===== src/rtl/sequence_rx_pkg.sv =====
// sequence_rx_pkg: shared types and widths for the sequence receiver
package sequence_rx_pkg;
  localparam int WORD_W = 8;
  localparam int PHASE_W = 3;
  typedef enum logic [1:0] {HUNT, CONFIRM, LOCKED} state_t;
  function automatic logic [WORD_W-1:0] sat_inc(input logic [WORD_W-1:0] v);
    return v + WORD_W'(v != '1);
  endfunction
endpackage


===== src/rtl/bit_phase_counter.sv =====
// bit_phase_counter: free-running bit phase within a word, wrap marks a word boundary
module bit_phase_counter
  import sequence_rx_pkg::*;
(
  input  logic clk,
  input  logic clrn,
  input  logic en,
  input  logic clr,
  output logic wrap
);
  logic [PHASE_W-1:0] phase;
  always_ff @(posedge clk or negedge clrn)
    if (!clrn) phase <= '0;
    else if (clr) phase <= '0;
    else if (en) phase <= phase + PHASE_W'(1);
  assign wrap = en && (&phase);
endmodule


===== src/rtl/sequence_receiver.sv =====
// sequence_receiver: hunts for a repeating 8-bit pattern in a serial stream, locks and delivers words
module sequence_receiver
  import sequence_rx_pkg::*;
#(
  parameter int LOCK_CNT = 3,
  parameter int UNLOCK_CNT = 2
) (
  input  logic              clk,
  input  logic              clrn,
  input  logic              en,
  input  logic              ds,
  input  logic [WORD_W-1:0] pattern,
  output logic [WORD_W-1:0] dout,
  output logic              dout_valid,
  output logic              match,
  output logic              locked,
  output logic [WORD_W-1:0] err_cnt
);
  localparam logic [2:0] LC = 3'(LOCK_CNT);
  localparam logic [2:0] UC = 3'(UNLOCK_CNT);
  state_t state, state_n;
  logic [WORD_W-1:0] shreg, win, dout_n, err_n;
  logic [3:0] fill;
  logic [2:0] cnt, cnt_n, miss, miss_n;
  logic wrap, hit, clr, match_n, dv_n;
  assign win = {ds, shreg[WORD_W-1:1]};
  assign hit = win == pattern;
  assign locked = state == LOCKED;
  bit_phase_counter u_phase (.clk(clk), .clrn(clrn), .en(en), .clr(clr), .wrap(wrap));
  always_comb begin
    state_n = state;
    cnt_n = cnt;
    miss_n = miss;
    err_n = err_cnt;
    dout_n = dout;
    match_n = 1'b0;
    dv_n = 1'b0;
    clr = 1'b0;
    if (en)
      case (state)
        HUNT:
          if (fill >= 4'd7 && hit) begin
            match_n = 1'b1;
            clr = 1'b1;
            cnt_n = 3'd1;
            state_n = LC == 3'd1 ? LOCKED : CONFIRM;
            dv_n = LC == 3'd1;
            dout_n = LC == 3'd1 ? win : dout;
          end
        CONFIRM:
          if (wrap) begin
            if (hit) begin
              match_n = 1'b1;
              cnt_n = cnt + 3'd1;
              if (cnt_n == LC) begin
                state_n = LOCKED;
                dv_n = 1'b1;
                dout_n = win;
              end
            end else state_n = HUNT;
          end
        LOCKED:
          if (wrap) begin
            dv_n = 1'b1;
            dout_n = win;
            if (hit) begin
              match_n = 1'b1;
              miss_n = '0;
            end else begin
              err_n = sat_inc(err_cnt);
              miss_n = miss + 3'd1;
              if (miss_n == UC) begin
                state_n = HUNT;
                miss_n = '0;
              end
            end
          end
        default: state_n = HUNT;
      endcase
  end
  always_ff @(posedge clk or negedge clrn)
    if (!clrn) begin
      state <= HUNT;
      shreg <= '0;
      fill <= '0;
      cnt <= '0;
      miss <= '0;
      dout <= '0;
      dout_valid <= 1'b0;
      match <= 1'b0;
      err_cnt <= '0;
    end else begin
      state <= state_n;
      cnt <= cnt_n;
      miss <= miss_n;
      dout <= dout_n;
      dout_valid <= dv_n;
      match <= match_n;
      err_cnt <= err_n;
      if (en) begin
        shreg <= win;
        fill <= fill + 4'(fill != 4'd8);
      end
    end
endmodule


===== config.mk =====
export PLATFORM = sky130hd
export DESIGN_NAME = sequence_receiver
export DESIGN_NICKNAME = d
export VERILOG_FILES = /design/src/rtl/sequence_rx_pkg.sv /design/src/rtl/bit_phase_counter.sv /design/src/rtl/sequence_receiver.sv
export SDC_FILE = /design/constraint.sdc
export NUM_CORES = 1
export LEC_CHECK = 0
export BUFFER_PORTS_ARGS = -buffer_cell sky130_fd_sc_hd__buf_2
export CORE_ASPECT_RATIO = 0.8
export CORE_MARGIN = 5
export CORE_UTILIZATION = 55
export CTS_CLUSTER_DIAMETER = 80
export CTS_CLUSTER_SIZE = 10
export DETAILED_ROUTE_END_ITERATION = 16
export HOLD_SLACK_MARGIN = 0.15
export PLACE_DENSITY_LB_ADDON = 0.12
export SYNTH_ARGS = -nofsm -noshare
export SYNTH_HDL_FRONTEND = slang
export SYNTH_HIERARCHICAL = 1
export SYNTH_SLANG_ARGS = --single-unit

===== constraint.sdc =====
create_clock -name clk -period 2.5 [get_ports clk]
set_input_delay 0.5 -clock clk [delete_from_list [all_inputs] [get_ports clk]]
set_output_delay 0.5 -clock clk [all_outputs]
set_load 0.03 [all_outputs]

==> flow_metrics.tcl <==
set metrics [dict create \
    status "finished clean" \
    path_depth 8 \
    hold_buffers 0 \
    p_int_mw 1.44 \
    cpLargestDelayFamily "compound AO/OA/AOI/OAI gates" \
    wl_per_cell_um 15.0 \
    synth_top_area_share_pct 46.6 \
    insertion_delay_ps 290 \
    crit-reg2reg-launch "u_phase/phase[0]$_DFFE_PN0P_" \
    die_h_um 65.9 \
    synth_mux_area_share_pct 12.2 \
    p_switching_mw 0.858 \
    slew_viol_final 0 \
    end_kind "flip-flop" \
    synth_nets 214 \
    final_layout_size_suffix_gt1_share_pct 26.5 \
    max_clock_freq_mhz 437 \
    start_util_pct 56.8 \
    max_slew.worst_pin.slew_ps 886 \
    synth.avg_cell_area_um2 11.5 \
    cts_buffers 5 \
    portBuffers 30 \
    die_w_um 79.9 \
    detail_route.first_pass.iterations 4 \
    setup_viol 0 \
    worst_path_max_delay_cell "a211o_1" \
    netlist_area_um2 2150 \
    hold_viol_final 0 \
    synth_top_family_by_area "multiplexers" \
    post_cts_buffers 0 \
    fin_util_pct 64.1 \
    final_antenna_net_count 0 \
    async_flop_share_pct 100 \
    synth-xor-area-share_pct 7.34 \
    fin_setup_tns_ps 0 \
    worst_setup_path_start_kind "flip-flop" \
    cts_tree "yes" \
    synth_largest_area_cell "dfrtp_1" \
    synth_edf_count 0 \
    wl_um 4110 \
    grt_pass1_wl_um 7150 \
    drtIter0Drc 67 \
    period_minus_slack_ps 2290 \
    cp.required_ps 2670 \
    pwr-share-seq_pct 42.1 \
    synthCells 186 \
    yosys-top-cells-area "dfrtp_1 47%, ha_1 9.3%, xnor2_1 7.3%" \
    grt_max_degree 41 \
    synth_compound_area_share_pct 8.97 \
    cp_slowest_stage_delay_ps 460 \
    ir_worst_vdd_mv 0.660 \
    comb_power_share_pct 38.9 \
    drcViolationCount 0 \
    dp_cells 266 \
    rows 20 \
    ys_warn_count 6 \
    gp_congestion 0.878 \
    cts_sinks 40 \
    synth_flop_cell "dfrtp_1" \
    drv_cap 0 \
    grt_setup_unrepaired "false" \
    crit_path_max_fanout 8 \
    yosys.area_share.simple_pct 11.5 \
    synth-seq-cells 40 \
    p_leak_nw 1.19 \
    pin_count 31 \
    swShare_pct 37.4 \
    core_um2 3780 \
    stdcell_count 274 \
    grt_remaining_overflow 0 \
    routed-via-count 1510 \
    clockPowerShare_pct 19.1 \
    crit_type "reg2reg" \
    worst_r2r_path_depth 8 \
    h-tree-depth 2 \
    antenna_found_initial 0 \
    dp_hpwl_um 3000 \
    fin_crit_sh_pct 91.5 \
    skew_ps 7.85 \
    area_growth_pct 12.8 \
    cts_buffer_depth 2 \
    reg2reg_slack_ps 210 \
    crit_path_cell_trace "ha_1 > ha_1 > and2_2 > inv_1 > a21oi_1 > a21oi_1 > a211o_1 > mux2_4" \
    yosysMostFrequentCell "dfrtp_1" \
    clk_pin_slew_ps 80 \
    maxSlewHeadroom_pct 40.9 \
    cts-resized-gates 0 \
    finalNetCount 246 \
    die_area_um2 5260 \
    cp_num_buf_inv 1 \
    diodes 0 \
    synthAdderAreaFrac_pct 9.32 \
    crit_arrival_ps 2460 \
    grt_pass1_vias 1612 \
    r2r-end "dout[2]$_DFFE_PN0P_" \
    viasPerCell 5.51 \
    power_density_nw_per_um2 948 \
    hold_class "in2async" \
    grtUsageTotal_pct 17.3 \
    clockRootBuffer "clkbuf_8" \
    ys_types 36 \
    synth_common_cells "40 x dfrtp_1, 18 x xnor2_1, 16 x ha_1, 14 x nand2_1, 11 x inv_1" \
    synth.yosys.seq_area_share_pct 46.6 \
]
-- power by group through the flow --
stage               Combinational, mW  Clock, mW  Sequential [mW]
floorplan                       0.565          0             1.08
global placement                0.850          0            0.963
detailed placement              0.893          0            0.975
CTS                             0.894      0.457            0.967
global route                    0.977      0.497            0.991
finish                          0.892      0.438            0.966
-- placed cells by master, fill, tap and decap left out, types with 7 or more instances in the layout --
| cell type | count |
|---|---|
| buf_2 | 30 |
| nor2_1 | 8 |
| inv_1 | 11 |
| mux2_2 | 9 |
| nand4_1 | 7 |
| mux2_4 | 8 |
| xnor2_1 | 18 |
| dfrtp_1 | 40 |
| nand2_1 | 14 |
| ha_1 | 16 |
-- cell families (layout without fill, tap and decap cells) --
logic type / count (synthesis) / after routing
AOI/OAI and AO/OA: 27 / 27
muxes: 21 / 21
xor gates and xnor gates: 18 / 18
DFF: 40 / 40
buffers and inverters: 17 / 50
and+or+nand+nor: 47 / 47
adders and majority gates: 16 / 16
-- stage by stage --
step           power (mW)  area [µm²]  setup WS [ps]  hold slack (ps)
4_1_cts              2.32        2420            256              346
3_5_place_dp         1.87        2330            229              493
2_1_floorplan        1.65        2150            568              204
6_report             2.30        2420            213              326
3_3_place_gp         1.81        2330            284              471
5_1_grt              2.46        2420            120              390
-- worst max-delay path by stage --
stage,from,endpoint
2_1_floorplan,state[0]$_DFFE_PN0P_,err_cnt[0]$_DFFE_PN0P_
3_3_place_gp,pattern[6],dout[0]$_DFFE_PN0P_
3_5_place_dp,pattern[6],dout[2]$_DFFE_PN0P_
4_1_cts,u_phase/phase[0]$_DFFE_PN0P_,dout[2]$_DFFE_PN0P_
5_1_grt,u_phase/phase[0]$_DFFE_PN0P_,dout[2]$_DFFE_PN0P_
6_report,u_phase/phase[0]$_DFFE_PN0P_,dout[2]$_DFFE_PN0P_
-- routing by layer --
layer / routed length (µm) / global-route usage, % / vias to the layer above
met5: 0 / 0 / -
met4: 34 / 5.91 / 0
met3: 249 / 4.50 / 4
met2: 1920 / 28.0 / 49
met1: 1900 / 22.6 / 742
li1: - / - / 715
-- registers in the layout, summed over array words and instances (netlist names) --
name / count
fill: 4
state: 2
dout: 8
cnt: 3
match: 1
err_cnt: 8
shreg: 7
u_phase/phase: 3
dout_valid: 1
miss: 3
-- final cells by class --
type	instances	area, µm²
sequential	40	1000
tap	55	68.8
multi-input combinational	129	1060
inverter	11	41.3
clock inverter	1	7.51
fill	329	1360
clock buffer	7	86.3
timing repair buffer	31	158
Power figures use the tool's default switching activity.
